### src/rtl/dac_spi_responder_if.sv
// SPI pins plus decoded DAC state and frame status of the SPI DAC responder.
interface dac_spi_responder_if #(
    parameter int CHANNELS = 8,
    parameter int WIDTH    = 12
);
    logic                      cs;
    logic                      sclk;
    logic                      mosi;
    logic [CHANNELS*WIDTH-1:0] dac_value;
    logic                      ref_enable;
    logic                      frame_valid;
    logic                      frame_error;
    logic [3:0]                frame_cmd;
    logic [3:0]                frame_addr;
    logic [WIDTH-1:0]          frame_data;

    modport master (
        output cs, sclk, mosi,
        input  dac_value, ref_enable, frame_valid, frame_error,
               frame_cmd, frame_addr, frame_data
    );

    modport slave (
        input  cs, sclk, mosi,
        output dac_value, ref_enable, frame_valid, frame_error,
               frame_cmd, frame_addr, frame_data
    );
endinterface

### src/rtl/dac_spi_responder.sv
// Receive side of an 8-channel 12-bit SPI DAC: deserialises 32-bit frames
// and decodes them into per-channel input and DAC registers.
module dac_spi_responder #(
    parameter int SYNC_STAGES = 2,
    parameter int CHANNELS    = 8,
    parameter int WIDTH       = 12
) (
    input  logic               clk,
    input  logic               rst,
    dac_spi_responder_if.slave bus
);

    typedef enum logic [1:0] {DISARMED, IDLE, SHIFT, COMMIT} state_t;

    localparam logic [4:0] NCH = 5'(CHANNELS);

    logic [SYNC_STAGES-1:0] cs_sy, sclk_sy, mosi_sy;
    logic                   cs_d, sclk_d;
    logic                   cs_s, sclk_s, mosi_s;
    logic                   cs_rise, cs_fall, sclk_fall;

    state_t                 state;
    // Bits [31:28] of a frame are don't-care, so only the low 28 bits are kept.
    logic [27:0]            shreg;
    logic [5:0]             count;

    logic [CHANNELS-1:0][WIDTH-1:0] in_reg, dac_reg;
    logic [CHANNELS-1:0][WIDTH-1:0] in_nxt, dac_nxt;

    logic [3:0]       c_cmd, c_addr;
    logic [WIDTH-1:0] c_data;
    logic             c_all, c_ok;

    assign cs_s   = cs_sy[SYNC_STAGES-1];
    assign sclk_s = sclk_sy[SYNC_STAGES-1];
    assign mosi_s = mosi_sy[SYNC_STAGES-1];

    assign cs_rise   =  cs_s & ~cs_d;
    assign cs_fall   = ~cs_s &  cs_d;
    assign sclk_fall = ~sclk_s & sclk_d;

    assign c_cmd  = shreg[27:24];
    assign c_addr = shreg[23:20];
    assign c_data = shreg[8 +: WIDTH];
    assign c_all  = (c_addr == 4'hF);

    assign bus.dac_value = dac_reg;

    // Synchronise the SPI pins. Everything resets low so a reset in the middle
    // of a frame leaves the FSM disarmed until cs really goes high.
    always_ff @(posedge clk or posedge rst) begin
        if (rst) begin
            cs_sy   <= '0;
            sclk_sy <= '0;
            mosi_sy <= '0;
            cs_d    <= 1'b0;
            sclk_d  <= 1'b0;
        end else begin
            cs_sy   <= {cs_sy[SYNC_STAGES-2:0], bus.cs};
            sclk_sy <= {sclk_sy[SYNC_STAGES-2:0], bus.sclk};
            mosi_sy <= {mosi_sy[SYNC_STAGES-2:0], bus.mosi};
            cs_d    <= cs_s;
            sclk_d  <= sclk_s;
        end
    end

    // Decode the captured frame into next-state register values and a verdict.
    always_comb begin
        in_nxt  = in_reg;
        dac_nxt = dac_reg;
        c_ok    = 1'b0;
        if (c_cmd == 4'b1000) begin
            c_ok = 1'b1;
        end else if (c_cmd[3:2] == 2'b00 && (c_all || {1'b0, c_addr} < NCH)) begin
            c_ok = 1'b1;
            for (int ch = 0; ch < CHANNELS; ch++) begin
                if (c_all || c_addr == 4'(ch)) begin
                    case (c_cmd[1:0])
                        2'b00, 2'b10: in_nxt[ch]  = c_data;
                        2'b01:        dac_nxt[ch] = in_reg[ch];
                        default: begin
                            in_nxt[ch]  = c_data;
                            dac_nxt[ch] = c_data;
                        end
                    endcase
                end
            end
            // Load-all sees the input register value written by this same frame.
            if (c_cmd[1:0] == 2'b10) dac_nxt = in_nxt;
        end
    end

    // Frame FSM: shift on sclk falls, commit on cs rise, registered outputs.
    always_ff @(posedge clk or posedge rst) begin
        if (rst) begin
            state           <= DISARMED;
            shreg           <= '0;
            count           <= '0;
            in_reg          <= '0;
            dac_reg         <= '0;
            bus.ref_enable  <= 1'b0;
            bus.frame_cmd   <= '0;
            bus.frame_addr  <= '0;
            bus.frame_data  <= '0;
            bus.frame_valid <= 1'b0;
            bus.frame_error <= 1'b0;
        end else begin
            bus.frame_valid <= 1'b0;
            bus.frame_error <= 1'b0;
            case (state)
                DISARMED: if (cs_s) state <= IDLE;
                IDLE: begin
                    if (cs_fall) begin
                        shreg <= '0;
                        count <= '0;
                        state <= SHIFT;
                    end
                end
                SHIFT: begin
                    // A cs rise in the same cycle as an sclk fall ends the frame
                    // without shifting that edge.
                    if (cs_rise) begin
                        state <= COMMIT;
                    end else if (sclk_fall) begin
                        shreg <= {shreg[26:0], mosi_s};
                        if (count != 6'd33) count <= count + 6'd1;
                    end
                end
                default: begin
                    state <= IDLE;
                    if (count == 6'd32) begin
                        bus.frame_cmd  <= c_cmd;
                        bus.frame_addr <= c_addr;
                        bus.frame_data <= c_data;
                        if (c_ok) begin
                            in_reg  <= in_nxt;
                            dac_reg <= dac_nxt;
                            if (c_cmd == 4'b1000) bus.ref_enable <= shreg[0];
                            bus.frame_valid <= 1'b1;
                        end else begin
                            bus.frame_error <= 1'b1;
                        end
                    end else if (count != 6'd0) begin
                        bus.frame_error <= 1'b1;
                    end
                end
            endcase
        end
    end

endmodule

### src/flat_wrapper.sv
// flat-port wrapper written by rule: the top's interface ports become plain ports
module dac_spi_responder_flat 
#(
    parameter int SYNC_STAGES = 2,
    parameter int CHANNELS    = 8,
    parameter int WIDTH       = 12
)
  (clk, rst, bus_cs, bus_sclk, bus_mosi, bus_dac_value, bus_ref_enable, bus_frame_valid, bus_frame_error, bus_frame_cmd, bus_frame_addr, bus_frame_data);
  dac_spi_responder_if #(.CHANNELS(CHANNELS), .WIDTH(WIDTH)) bus_i ();
  input  logic clk;
  input  logic rst;
  input wire logic [$bits(bus_i.cs)-1:0] bus_cs;
  input wire logic [$bits(bus_i.sclk)-1:0] bus_sclk;
  input wire logic [$bits(bus_i.mosi)-1:0] bus_mosi;
  output wire logic [$bits(bus_i.dac_value)-1:0] bus_dac_value;
  output wire logic [$bits(bus_i.ref_enable)-1:0] bus_ref_enable;
  output wire logic [$bits(bus_i.frame_valid)-1:0] bus_frame_valid;
  output wire logic [$bits(bus_i.frame_error)-1:0] bus_frame_error;
  output wire logic [$bits(bus_i.frame_cmd)-1:0] bus_frame_cmd;
  output wire logic [$bits(bus_i.frame_addr)-1:0] bus_frame_addr;
  output wire logic [$bits(bus_i.frame_data)-1:0] bus_frame_data;
  assign bus_i.cs = bus_cs;
  assign bus_i.sclk = bus_sclk;
  assign bus_i.mosi = bus_mosi;
  assign bus_dac_value = bus_i.dac_value;
  assign bus_ref_enable = bus_i.ref_enable;
  assign bus_frame_valid = bus_i.frame_valid;
  assign bus_frame_error = bus_i.frame_error;
  assign bus_frame_cmd = bus_i.frame_cmd;
  assign bus_frame_addr = bus_i.frame_addr;
  assign bus_frame_data = bus_i.frame_data;
  dac_spi_responder #(.SYNC_STAGES(SYNC_STAGES), .CHANNELS(CHANNELS), .WIDTH(WIDTH)) u_core (.clk(clk), .rst(rst), .bus(bus_i));
endmodule
### config.mk
export PLATFORM = sky130hd
export DESIGN_NAME = dac_spi_responder_flat
export DESIGN_NICKNAME = d
export VERILOG_FILES = /design/src/rtl/dac_spi_responder_if.sv /design/src/rtl/dac_spi_responder.sv /design/src/flat_wrapper.sv
export SDC_FILE = /design/constraint.sdc
export NUM_CORES = 1
export LEC_CHECK = 0
export CAP_MARGIN = 20
export CORE_MARGIN = 2
export CORE_UTILIZATION = 55
export DETAILED_ROUTE_END_ITERATION = 8
export PLACE_DENSITY = 0.8
export SYNTH_ARGS = -nofsm -noshare
export SYNTH_HDL_FRONTEND = slang
export SYNTH_SLANG_ARGS = --single-unit
### constraint.sdc
create_clock -name clk -period 12 [get_ports clk]
set_input_delay 3 -clock clk [delete_from_list [all_inputs] [get_ports clk]]
set_output_delay 3 -clock clk [all_outputs]
set_load 0.005 [all_outputs]
======== Word level (Yosys, flattened, before mapping) ========
Cells that the tools add are included.
word-level totals
  bits in registers ....................... 259
  latch bits .............................. 0
  RAM bits ................................ 0
  bits in read-only memories .............. 0
  input bits .............................. 5
  output and inout bits ................... 119
  word-level logic and storage cells ...... 157
  memories kept ........................... 0
operators by class
  add/sub/neg operators ................... 1
  multipliers ............................. 0
  divide/modulo/power cells ............... 0
  order comparisons ....................... 1
  equal/unequal tests ..................... 22
  shift operators ......................... 0
  muxes and demuxes ....................... 55
  bitwise gates (word level) .............. 8
  reductions and logical operators ........ 40
operators by type and width
  cell                   count
  $mux W12               24
  $pmux W12 S2           8
  $mux W96               1
  $mux W28               3
  $pmux W28 S2           1
  $reduce_and A7 Y1      8
  $mux W6                4
  $reduce_bool A2 Y1     9
  $eq A4 B3 Y1 const B   4
  $ne A2 B1 Y1 const B   6
  $pmux W6 S2            1
  $reduce_and A5 Y1      2
  $logic_or A1 B1 Y1     9
  $mux W1                9
  $eq A4 B2 Y1 const B   2
  $eq A4 B4 Y1 const B   2
  $reduce_and A4 Y1      2
  $add A6 B1 Y6 const B  1
  $eq A6 B6 Y1 const B   1
  $logic_not A2 Y1       3
  $mux W2                3
  $ne A6 B6 Y1 const B   1
  $pmux W2 S3            1
  $reduce_bool A6 Y1     1
  13 further kinds       21

======== Longest topological paths before layout ========
Gate-level depths: netlist of run 1.
  word-level depth ........................ 8
  mapped depth ............................ 8
  gate-level depth less buffers ........... 6

======== Worst setup path before layout of run 1 ========
Ideal clock, no wire load.
  kind .................................... register to output
  start ................................... register u_core.dac_reg, in the netlist u_core.bus.dac_value[0]
  end ..................................... output port bus_dac_value[0]
  arrival time ............................ 0.362 ns
  required time ........................... 9.000 ns
  slack ................................... 8.638 ns
  stages on the path, launching flop included .. 1
  path buffers ............................ 0
  path through ............................ dfrtp_1
RTL lines
  item                    line                      text
  from (decl)             dac_spi_responder.sv:27   logic [CHANNELS-1:0][WIDTH-1:0] in_reg, dac_reg;
  from (signal assigned)  dac_spi_responder.sv:137  dac_reg <= dac_nxt;
  to (decl)               flat_wrapper.sv:15        output wire logic [$bits(bus_i.dac_value)-1:0] bus_dac_value;
No word-level cell between the ends.

==> Implementation_results.wiki, run 1 <==
{| class="wikitable"
! Metric !! Value
|-
| Result of the run || complete, no violations
|-
| Endpoint of the most critical register-to-register path || u_core.bus.dac_value[7]
|-
| I/O pin cnt || 124
|-
| Period utilisation layout || 37.9%
|-
| Final worst path period need || 4.55 ns
|-
| Vias post-DR || 9317
|-
| Number of enable-type register cells in the synthesized netlist || 0
|-
| Hold Worst Slack || 0.350 ns
|-
| Core footprint || 0.0235 mm²
|-
| Count of input and output buffers || 123
|-
| Synthesis warning total || 0
|-
| Commonest cells after routing, fill and taps aside || sky130_fd_sc_hd__dfrtp_1 (258), sky130_fd_sc_hd__clkdlybuf4s50_1 (123), sky130_fd_sc_hd__mux2_2 (118), sky130_fd_sc_hd__nand2_1 (74), sky130_fd_sc_hd__o211ai_1 (73)
|-
| Most frequent standard cell in the layout excluding fill and tap cells || sky130_fd_sc_hd__dfrtp_1
|-
| Crit. End Element || asynchronous set/reset pin
|-
| Depth of the most critical reg-to-reg path || 4
|-
| Number of setup buffers added after CTS || 0
|-
| First-pass GRT wire length || 51.8 mm
|-
| Final Core Density || 65.4%
|-
| Worst Path Required || 12.49 ns
|-
| Max-slew violation count || 0
|-
| Clock latency at the later pin of the worst-skew pair || 0.53 ns
|-
| Sum Neg Setup Slack || 0 ns
|-
| Mapped Nets || 1097
|-
| WL per Instance || 21.5 µm
|-
| Number of synthesized register bits || 259
|-
| Overall routing resource usage || 25.0%
|-
| Post-synthesis instance area || 0.0132 mm²
|-
| Clock sinks || 259
|-
| Antenna violations before repair || 0
|-
| Count of H-tree levels built during CTS || 1
|-
| Part of the Yosys area used for sequential elements || 49.2%
|-
| Post-CTS sizing || 0
|-
| Peak supply drop || 0.000114 V
|-
| DR pass1 iterations || 5
|-
| Count of endpoints failing setup in the final report || 0
|-
| Vias in the first global route || 9210
|-
| Hold path start || u_core.mosi_sy[0]
|-
| Endpoint of the worst hold-timing path || u_core.mosi_sy[1]
|-
| Pleak || 0.00704 µW
|-
| Reported max-cap violation count || 0
|-
| Final WL || 31.9 mm
|-
| Floorplan die area || 0.0252 mm²
|-
| Setup Crit Path Kind || in -> async
|-
| Power per Cell Area || 127 mW/mm²
|-
| Count of standard-cell rows || 56
|-
| GP Congestion || 0.800
|-
| Worst-path maximum fanout || 126
|-
| Number of buffers inserted for hold repair after clock tree synthesis || 0
|-
| Number of DRC violations after detailed routing || 0
|-
| TritonCTS clock tree || built
|-
| HPWL reported at the end of detailed placement || 19.7 mm
|-
| Cell count after synthesis || 1085
|-
| Mean cell area of the mapped netlist || 12.1 µm²
|-
| Arrival time reported for the critical path endpoint || 5.04 ns
|-
| Per-cell via count in the routed design || 6.28
|-
| Synth cell types || 54
|-
| Initial detailed-routing violation count || 887
|-
| Number of buffers created by CTS || 27
|-
| Synthesis-to-layout area growth || 16.4%
|-
| Setup repair after global routing missed its margin || no
|-
| Die extent in x || 159 µm
|-
| Maximum clock insertion buffer count || 3
|-
| Share of final-layout standard cells stronger than drive strength 1 || 27.0%
|-
| Number of cells on the worst hold path || 0
|-
| Synth async-reset ratio || 100%
|-
| Clock transition at the register clock pins on the worst setup and hold paths after CTS || 0.06 ns
|-
| Class of the tightest hold or removal check || reg -> reg
|-
| Fmax achieved || 0.220 GHz
|-
| CP startpoint kind || primary input
|-
| Startpoint of the worst-slack reg-to-reg timing path || u_core.shreg[22]
|-
| Largest net degree at the start of global routing || 127
|-
| Most frequently used flop master after synthesis || sky130_fd_sc_hd__dfrtp_1
|-
| Cell at the root of the clock tree || sky130_fd_sc_hd__clkbuf_16
|-
| Number of inserted filler cells in the final layout || 1719
|-
| Transition time at the pin with the least slew margin || 1.07 ns
|-
| Effective utilization at floorplan || 56.1%
|-
| Maximum clock skew at final layout || 0.0141 ns
|-
| Reg-to-reg slack, setup || 8.64 ns
|-
| Number of endpoints with negative hold slack in the final report || 0
|-
| Die Y-Extent || 159 µm
|-
| Max-Slew Margin vs Limit || 28.4%
|-
| Residual overflow from global routing || 0
|-
| Number of antenna cells inserted || 0
|-
| Number of nets in the final layout || 1159
|-
| Antenna violation net count after detailed routing || 0
|}
[metal layers]
metal,up-vias,routed length (µm),GRT usage (%)
met5,-,0,0
met4,0,1050,8.59
met3,77,2180,3.06
met2,412,15100,40.2
met1,4706,13600,35.4
li1,4122,-,-
[cells in the mapped netlist, types with 4 or more instances]
master / number / area share, %
sky130_fd_sc_hd__mux2i_1: 19 / 1.4
sky130_fd_sc_hd__mux2_1: 36 / 3.1
sky130_fd_sc_hd__o211ai_1: 73 / 4.2
sky130_fd_sc_hd__nor2_1: 40 / 1.1
sky130_fd_sc_hd__a311oi_1: 36 / 2.4
sky130_fd_sc_hd__o221a_2: 12 / 1.0
sky130_fd_sc_hd__mux2_4: 60 / 6.8
sky130_fd_sc_hd__ha_1: 7 / 0.66
sky130_fd_sc_hd__a211oi_1: 37 / 2.1
sky130_fd_sc_hd__nand2b_1: 6 / 0.28
sky130_fd_sc_hd__nand4_1: 13 / 0.62
sky130_fd_sc_hd__dfrtp_1: 259 / 49
sky130_fd_sc_hd__buf_6: 12 / 1.0
sky130_fd_sc_hd__o211ai_4: 4 / 0.65
sky130_fd_sc_hd__nand3_1: 23 / 0.87
sky130_fd_sc_hd__nor3_1: 4 / 0.15
sky130_fd_sc_hd__nand2_1: 74 / 2.1
sky130_fd_sc_hd__buf_2: 21 / 0.80
sky130_fd_sc_hd__a21oi_2: 7 / 0.47
sky130_fd_sc_hd__a21bo_2: 24 / 1.8
sky130_fd_sc_hd__mux2_2: 118 / 10
sky130_fd_sc_hd__inv_1: 24 / 0.68
sky130_fd_sc_hd__clkbuf_1: 56 / 1.6
sky130_fd_sc_hd__a21oi_1: 44 / 1.7
sky130_fd_sc_hd__buf_1: 11 / 0.31
sky130_fd_sc_hd__buf_4: 15 / 0.85
[metrics by stage]
| stage | instances | total power, µW | cell area (µm²) | worst slack, ns |
|---|---|---|---|---|
| after floorplan | 1085 | 1050 | 13200 | 1.87 |
| after global placement | 1435 | 1100 | 14400 | 6.81 |
| after detailed placement | 1435 | 1100 | 14400 | 6.80 |
| after CTS | 1482 | 1960 | 15300 | 7.34 |
| after global routing | 1484 | 2020 | 15300 | 7.08 |
| final | 1484 | 1950 | 15300 | 7.45 |
[worst max-delay path by stage]
stage / from / to / slack (ns) / depth (start not counted)
final: rst / u_core.shreg[24] / 7.45 / 3
after global routing: rst / u_core.shreg[24] / 7.08 / 3
after CTS: rst / u_core.shreg[24] / 7.34 / 3
after detailed placement: rst / u_core.shreg[24] / 6.80 / 3
after global placement: rst / u_core.shreg[24] / 6.81 / 3
after floorplan: rst / u_core.bus.dac_value[0] / 1.87 / 1
[power breakdown]
part           switching, µW  total, µW  internal [µW]
Sequential              7.00        891            884
Combinational            130        195           65.4
Clock                    342        867            525
Total                    479       1950           1470
[layout make-up]
type,instances,area (µm²),area share (%)
Sequential cell,259,6480,42.3
Multi-Input combinational cell,687,6010,39.2
Tap cell,319,399,2.60
Timing Repair Buffer,148,1430,9.30
Inverter,24,97.6,0.636
Clock inverter,8,121,0.791
Clock buffer,39,801,5.22
[cells by family (layout without fill, tap and decap cells)]
| logic type | count (synthesis) | in the layout | synth area share [%] |
|---|---|---|---|
| compound gates | 255 | 255 | 15.4 |
| mux | 233 | 233 | 21.4 |
| fa+ha+maj | 7 | 7 | 0.665 |
| flops | 259 | 259 | 49.2 |
| buf+inv | 139 | 219 | 5.27 |
| xor+xnor | 6 | 6 | 0.456 |
| simple gates | 186 | 186 | 7.61 |
[critical path, stage by stage]
cell and delay [ns]:
sky130_fd_sc_hd__clkdlybuf4s50_1 0.49, sky130_fd_sc_hd__inv_8 0.61, sky130_fd_sc_hd__buf_4 0.84
Note: power is estimated with default switching activity, not from simulation.
==> run 2, diff against run 1 <==
Clock period 12 ns to 4.42 ns, I/O delays scaled along.
==> run 2 against run 1 <==
Net effect:
- clock power is 140% higher
- critical path type is now reg -> reg
- combinational power rose to 2.7 times the previous value
- worst setup slack got worse by 6.1 ns
- sequential cell count unchanged
- register-to-register slack got worse by 7.3 ns
- sequential share of layout area grew 0.12 points
- non-clock buffer count up 11
- count of clock-buffer cells in the layout down 2
- design area decreased by 0.29%
- wire length up 0.88%
- cell count increased by 0.40%
- first-iteration DRC count increased by 18%
==> Implementation_results.wiki, run 2 (synthesis gave the netlist of run 1 again) <==
{| class="wikitable"
! Metric !! Value
|-
| Count of H-tree levels built during CTS || 1 (unchanged)
|-
| Number of DRC violations after detailed routing || 0 (unchanged)
|-
| Peak supply drop || 0.000256 V (+120%)
|-
| Antenna violations before repair || 0 (unchanged)
|-
| Commonest cells after routing, fill and taps aside || sky130_fd_sc_hd__dfrtp_1 (258), sky130_fd_sc_hd__clkdlybuf4s50_1 (123), sky130_fd_sc_hd__mux2_2 (118), sky130_fd_sc_hd__nand2_1 (74), sky130_fd_sc_hd__o211ai_1 (73)
|-
| Max-Slew Margin vs Limit || 25.6% (-2.8 points)
|-
| TritonCTS clock tree || built
|-
| Effective utilization at floorplan || 56.1% (unchanged)
|-
| Depth of the most critical reg-to-reg path || 4 (unchanged)
|-
| Number of nets in the final layout || 1170 (+0.95%)
|-
| Cell-by-cell listing of the critical path || and3_1, o211a_1, o21ai_1, o221a_2
|-
| Residual overflow from global routing || 0 (unchanged)
|-
| Die Y-Extent || 159 µm (unchanged)
|-
| Number of buffers inserted for hold repair after clock tree synthesis || 0 (unchanged)
|-
| Worst-path maximum fanout || 20 (-84%)
|-
| Overall routing resource usage || 25.4% (+0.35 points)
|-
| CP startpoint kind || register
|-
| Final worst path period need || 3.10 ns
|-
| Setup Crit Path Kind || reg -> reg
|-
| Reg-to-reg slack, setup || 1.32 ns (-7.32 ns)
|-
| Number of cells on the worst hold path || 0 (unchanged)
|-
| Power per Cell Area || 326 mW/mm² (+160%)
|-
| Cell at the root of the clock tree || sky130_fd_sc_hd__clkbuf_16
|-
| Number of antenna cells inserted || 0 (unchanged)
|-
| Maximum clock insertion buffer count || 3 (unchanged)
|-
| Crit. End Element || register
|-
| Largest net degree at the start of global routing || 92 (-28%)
|-
| Period utilisation layout || 70.1%
|-
| Number of endpoints with negative hold slack in the final report || 0 (unchanged)
|-
| Design Area, Final || 0.0153 mm² (-0.29%)
|-
| Antenna violation net count after detailed routing || 0 (unchanged)
|-
| Final WL || 32.2 mm (+0.88%)
|-
| First-pass GRT wire length || 52.0 mm (+0.52%)
|-
| Synthesis-to-layout area growth || 16.1%
|-
| Worst Path Required || 4.83 ns (-7.66 ns)
|-
| Placed cell area || 0.0145 mm² (+0.91%)
|-
| Critical path's largest stage delay || 0.82 ns (-0.02 ns)
|-
| Count of standard-cell rows || 56 (unchanged)
|-
| Vias post-DR || 9317 (unchanged)
|-
| Sequential cell area in the final layout || 0.00648 mm² (unchanged)
|-
| Post-CTS sizing || 0 (unchanged)
|-
| Buf+Inv Stages, Crit Path || 0 (-3)
|-
| Clock transition at the register clock pins on the worst setup and hold paths after CTS || 0.06 ns (about the same)
|-
| Pleak || 0.00702 µW (-0.28%)
|-
| CP max stage cell || sky130_fd_sc_hd__o211a_1
|-
| Maximum clock skew at final layout || 0.0154 ns (+0.00134 ns)
|-
| Class of the tightest hold or removal check || reg -> reg
|-
| Number of inserted filler cells in the final layout || 1717 (-0.12%)
|-
| Clock sinks || 259 (unchanged)
|-
| WL per Instance || 21.6 µm (+0.47%)
|-
| DR pass1 iterations || 5 (unchanged)
|-
| Die extent in x || 159 µm (unchanged)
|-
| I/O pin cnt || 124 (unchanged)
|-
| Clock latency at the later pin of the worst-skew pair || 0.53 ns (about the same)
|-
| Setup repair after global routing missed its margin || no
|-
| HPWL reported at the end of detailed placement || 20.8 mm (+5.5%)
|-
| GP Congestion || 0.812 (+1.5%)
|-
| Per-cell via count in the routed design || 6.25 (-0.40%)
|-
| Core footprint || 0.0235 mm² (unchanged)
|-
| Endpoint of the most critical register-to-register path || u_core.bus.dac_value[11]
|-
| Most frequent standard cell in the layout excluding fill and tap cells || sky130_fd_sc_hd__dfrtp_1
|-
| Count of input and output buffers || 123 (unchanged)
|-
| Share of final-layout standard cells stronger than drive strength 1 || 27.0% (-0.053 points)
|-
| Endpoint of the worst hold-timing path || u_core.cs_sy[1]
|-
| Max-slew violation count || 0 (unchanged)
|-
| Number of buffers created by CTS || 27 (unchanged)
|-
| Initial detailed-routing violation count || 1045 (+18%)
|-
| Vias in the first global route || 9404 (+2.1%)
|-
| Final Core Density || 65.2% (-0.19 points)
|-
| Fmax achieved || 0.323 GHz
|-
| Floorplan die area || 0.0252 mm² (unchanged)
|-
| Startpoint of the worst-slack reg-to-reg timing path || u_core.shreg[22]
|-
| Reported max-cap violation count || 0 (unchanged)
|-
| Delay-heaviest family, CP || compound AO/OA/AOI/OAI gates
|-
| Arrival time reported for the critical path endpoint || 3.51 ns (-1.53 ns)
|-
| Hold path start || u_core.cs_sy[0]
|-
| Count of endpoints failing setup in the final report || 0 (unchanged)
|-
| Transition time at the pin with the least slew margin || 1.11 ns (+0.0378 ns)
|-
| Result of the run || complete, no violations
|-
| Number of setup buffers added after CTS || 0 (unchanged)
|-
| Area taken by multi-input logic gates || 0.00601 mm² (about the same)
|}
-- run 2: cell types whose count changed in the layout (fill, tap and decap cells not counted) --
cell | previous run | this run
sky130_fd_sc_hd__buf_4 | 24 | 32
sky130_fd_sc_hd__clkbuf_8 | 8 | 2
sky130_fd_sc_hd__buf_12 | 0 | 4
sky130_fd_sc_hd__clkbuf_1 | 4 | 8
sky130_fd_sc_hd__bufinv_16 | 3 | 0
sky130_fd_sc_hd__buf_8 | 1 | 0
sky130_fd_sc_hd__clkinv_2 | 3 | 4
sky130_fd_sc_hd__clkinvlp_4 | 1 | 2
sky130_fd_sc_hd__inv_6 | 1 | 0
sky130_fd_sc_hd__inv_8 | 1 | 0
sky130_fd_sc_hd__nor3_1 | 3 | 4
sky130_fd_sc_hd__nor3_2 | 1 | 0
-- run 2: worst max-delay path by stage --
stage | cells past startpoint | end | from
2_1_floorplan | 1 | u_core.bus.dac_value[0] | rst
3_3_place_gp | 4 | u_core.bus.dac_value[5] | u_core.shreg[20]
3_5_place_dp | 4 | u_core.bus.dac_value[9] | u_core.shreg[22]
4_1_cts | 4 | u_core.bus.dac_value[11] | u_core.shreg[22]
5_1_grt | 4 | u_core.bus.dac_value[11] | u_core.shreg[22]
6_report | 4 | u_core.bus.dac_value[11] | u_core.shreg[22]
-- run 2: routing by layer --
| metal | track usage, % | up-vias | part of all wire (%) |
|---|---|---|---|
| met2 | 40.8 | 390 | 48 |
| met3 | 4.65 | 80 | 7.1 |
| met4 | 7.76 | 0 | 2.7 |
| met1 | 35.3 | 4721 | 42 |
| met5 | 0 | - | 0 |
| li1 | - | 4126 | - |
-- run 2: final cells by class --
cell class | instances | area share (%)
well taps | 319 | 2.61
clock buffers | 37 | 4.79
repair buffers | 159 | 10.1
clock inverters | 5 | 0.180
inverters | 24 | 0.613
flip-flops and latches | 259 | 42.4
multi-input cells | 687 | 39.3
-- run 2: per-stage QoR --
step / setup TNS, ns / instances / setup WS (ns) / total power [µW] / hold slack (ns)
3_3_place_gp: 0 / 1446 / 1.52 / 2990 / 0.333
6_report: 0 / 1490 / 1.32 / 4990 / 0.348
2_1_floorplan: -25.53 / 1085 / -0.0986 / 2850 / 0.331
5_1_grt: 0 / 1490 / 1.16 / 5190 / 0.358
4_1_cts: 0 / 1489 / 1.33 / 5030 / 0.350
3_5_place_dp: 0 / 1447 / 1.33 / 3000 / 0.337
-- run 2: power breakdown --
| part | leakage, µW | total (µW) | switching, µW | internal, µW |
|---|---|---|---|---|
| Sequential | 0.00359 | 2420 | 20.2 | 2400 |
| Combinational | 0.00305 | 534 | 347 | 187 |
| Clock | 0.000372 | 2040 | 893 | 1140 |
==> run 3, diff against run 2 <==
Clock period 4.42 ns to 2.9 ns, I/O delays scaled along.
==> run 3 against run 2 <==
Net effect:
- wire length is 2.8% higher
- critical endpoint is now u_core.bus.dac_value[9]
- sequential cell count stayed put
- non-clock buffer count is 20 higher
- combinational power is 56% higher
- maximum frequency is 19% higher
- core utilization is 1.3 points higher
- clock skew is 0.0032 ns higher
- critical path type unchanged
- register-to-register slack worse by 1.0 ns
==> Implementation_results.wiki, run 3 (synthesis gave the netlist of run 1 again) <==
{| class="wikitable"
! Metric !! Value
|-
| Number of endpoints with negative hold slack in the final report || 0 (unchanged)
|-
| Antenna violations before repair || 0 (unchanged)
|-
| Synthesis-to-layout area growth || 18.4%
|-
| Clock transition at the register clock pins on the worst setup and hold paths after CTS || 0.06 ns (about the same)
|-
| Vias post-DR || 9490 (+1.9%)
|-
| Period utilisation layout || 89.7% (+20 points)
|-
| Die extent in x || 159 µm (unchanged)
|-
| Pleak || 0.00720 µW (+2.6%)
|-
| Count of H-tree levels built during CTS || 1 (unchanged)
|-
| Largest net degree at the start of global routing || 82 (-11%)
|-
| TritonCTS clock tree || built
|-
| DR pass1 iterations || 7 (+2)
|-
| Number of buffers inserted for hold repair after clock tree synthesis || 0 (unchanged)
|-
| Final WL || 33.1 mm (+2.8%)
|-
| Class of the tightest hold or removal check || reg -> reg
|-
| Peak supply drop || 0.000357 V (+40%)
|-
| HPWL reported at the end of detailed placement || 21.9 mm (+5.3%)
|-
| First-pass GRT wire length || 53.5 mm (+2.8%)
|-
| Overall routing resource usage || 26.2% (+0.81 points)
|-
| Setup Crit Path Kind || reg -> reg
|-
| Number of nets in the final layout || 1190 (+1.7%)
|-
| Per-cell via count in the routed design || 6.26 (+0.11%)
|-
| Most frequent standard cell in the layout excluding fill and tap cells || sky130_fd_sc_hd__dfrtp_1
|-
| Share of final-layout standard cells stronger than drive strength 1 || 28.8% (+1.8 points)
|-
| Sum Neg Setup Slack || 0 ns (unchanged)
|-
| Result of the run || complete, no violations
|-
| Design Area, Final || 0.0156 mm² (+2.0%)
|-
| Met3 capacity usage during global routing || 4.47% (-0.18 points)
|-
| Post-CTS sizing || 0 (unchanged)
|-
| Maximum clock skew at final layout || 0.0186 ns (+0.00322 ns)
|-
| Design Power || 7940 µW (+59%)
|-
| Met2 usage || 41.9% (+1.2 points)
|-
| Vias in the first global route || 9605 (+2.1%)
|-
| Clock sinks || 259 (unchanged)
|-
| CP startpoint kind || register
|-
| Worst Path Required || 3.37 ns (-1.46 ns)
|-
| Crit. End Element || register
|-
| Transition time at the pin with the least slew margin || 0.945 ns (-0.167 ns)
|-
| Reported max-cap violation count || 0 (unchanged)
|-
| Number of buffers created by CTS || 27 (unchanged)
|-
| Final worst path period need || 2.60 ns (-0.500 ns)
|-
| Worst-path maximum fanout || 20 (unchanged)
|-
| Number of setup buffers added after CTS || 0 (unchanged)
|-
| Power per Cell Area || 509 mW/mm² (+56%)
|-
| Maximum clock insertion buffer count || 3 (unchanged)
|-
| Number of antenna cells inserted || 0 (unchanged)
|-
| Global-route track usage on met1 || 35.9% (+0.64 points)
|-
| GP Congestion || 0.862 (+6.1%)
|-
| Busiest layer in global routing || met2
|-
| Floorplan die area || 0.0252 mm² (unchanged)
|-
| Fmax achieved || 0.385 GHz (+19%)
|-
| Effective utilization at floorplan || 56.1% (unchanged)
|-
| Commonest cells after routing, fill and taps aside || sky130_fd_sc_hd__dfrtp_1 (258), sky130_fd_sc_hd__clkdlybuf4s50_1 (123), sky130_fd_sc_hd__mux2_2 (118), sky130_fd_sc_hd__nand2_1 (74), sky130_fd_sc_hd__o211ai_1 (73)
|-
| Count of input and output buffers || 123 (unchanged)
|-
| Count of standard-cell rows || 56 (unchanged)
|-
| Arrival time reported for the critical path endpoint || 3.07 ns (-0.44 ns)
|-
| Max-Slew Margin vs Limit || 37.0% (+11 points)
|-
| Number of DRC violations after detailed routing || 0 (unchanged)
|-
| Antenna violation net count after detailed routing || 0 (unchanged)
|-
| Count of endpoints failing setup in the final report || 0 (unchanged)
|-
| Cell at the root of the clock tree || sky130_fd_sc_hd__clkbuf_16
|-
| Max-slew violation count || 0 (unchanged)
|-
| Initial detailed-routing violation count || 955 (-8.6%)
|-
| Core footprint || 0.0235 mm² (unchanged)
|-
| Setup repair after global routing missed its margin || no
|-
| I/O pin cnt || 124 (unchanged)
|-
| Clock latency at the later pin of the worst-skew pair || 0.53 ns (about the same)
|-
| Residual overflow from global routing || 0 (unchanged)
|-
| Placed cell area || 0.0147 mm² (+1.3%)
|-
| WL per Instance || 21.8 µm (+1.1%)
|-
| Die Y-Extent || 159 µm (unchanged)
|}
[run 3: per-layer routing]
| metal | wire length [µm] | share of wire (%) |
|---|---|---|
| met1 | 13900 | 42 |
| met2 | 15600 | 47 |
| met3 | 2390 | 7.2 |
| met4 | 1220 | 3.7 |
| met5 | 0 | 0 |
[run 3: path summary, 6_finish.rpt]
| check | from | end | slack [ns] | depth (start not counted) |
|---|---|---|---|---|
| setup / recovery | u_core.shreg[21] | u_core.bus.dac_value[9] | 0.30 | 4 |
| hold / removal | u_core.sclk_sy[0] | u_core.sclk_sy[1] | 0.34 | 0 |
| setup reg to reg | u_core.shreg[21] | u_core.bus.dac_value[9] | 0.30 | 4 |
| hold reg to reg | u_core.sclk_sy[0] | u_core.sclk_sy[1] | 0.34 | 0 |
| max in group asynchronous | rst | u_core.shreg[24] | 1.46 | 3 |
| min in group asynchronous | rst | u_core.bus.dac_value[44] | 0.73 | 2 |
[run 3: critical path, cell delays in order, from the launching register on]
cell	delay, ns
sky130_fd_sc_hd__dfrtp_1	0.63
sky130_fd_sc_hd__or4_4	0.64
sky130_fd_sc_hd__and3_1	0.20
sky130_fd_sc_hd__o21ai_1	0.71
sky130_fd_sc_hd__o221a_2	0.36
[run 3: cell type report]
| class | instances | area (µm²) |
|---|---|---|
| clock buffers | 38 | 777 |
| clock inverters | 10 | 105 |
| fillers | 1673 | 7870 |
| inverters | 24 | 93.8 |
| multi-input cells | 687 | 6010 |
| flip-flops and latches | 259 | 6480 |
| well taps | 319 | 399 |
| repair buffers | 179 | 1740 |
[run 3: stage by stage]
step / hold WS, ns / utilization [%] / setup slack, ns / std cells
after floorplan: 0.331 / - / -1.24 / 1085
after global placement: 0.337 / 62.7 / 0.359 / 1468
after detailed placement: 0.336 / 62.7 / 0.295 / 1468
after CTS: 0.345 / 66.5 / 0.264 / 1516
after global routing: 0.354 / 66.5 / 0.107 / 1516
final: 0.341 / 66.5 / 0.299 / 1516
[run 3: power breakdown]
part,switching [µW],total (µW),leakage (µW),internal [µW]
Clock,1390,3420,0.000434,2030
Combinational,545,835,0.00317,290
Sequential,30.3,3690,0.00359,3660
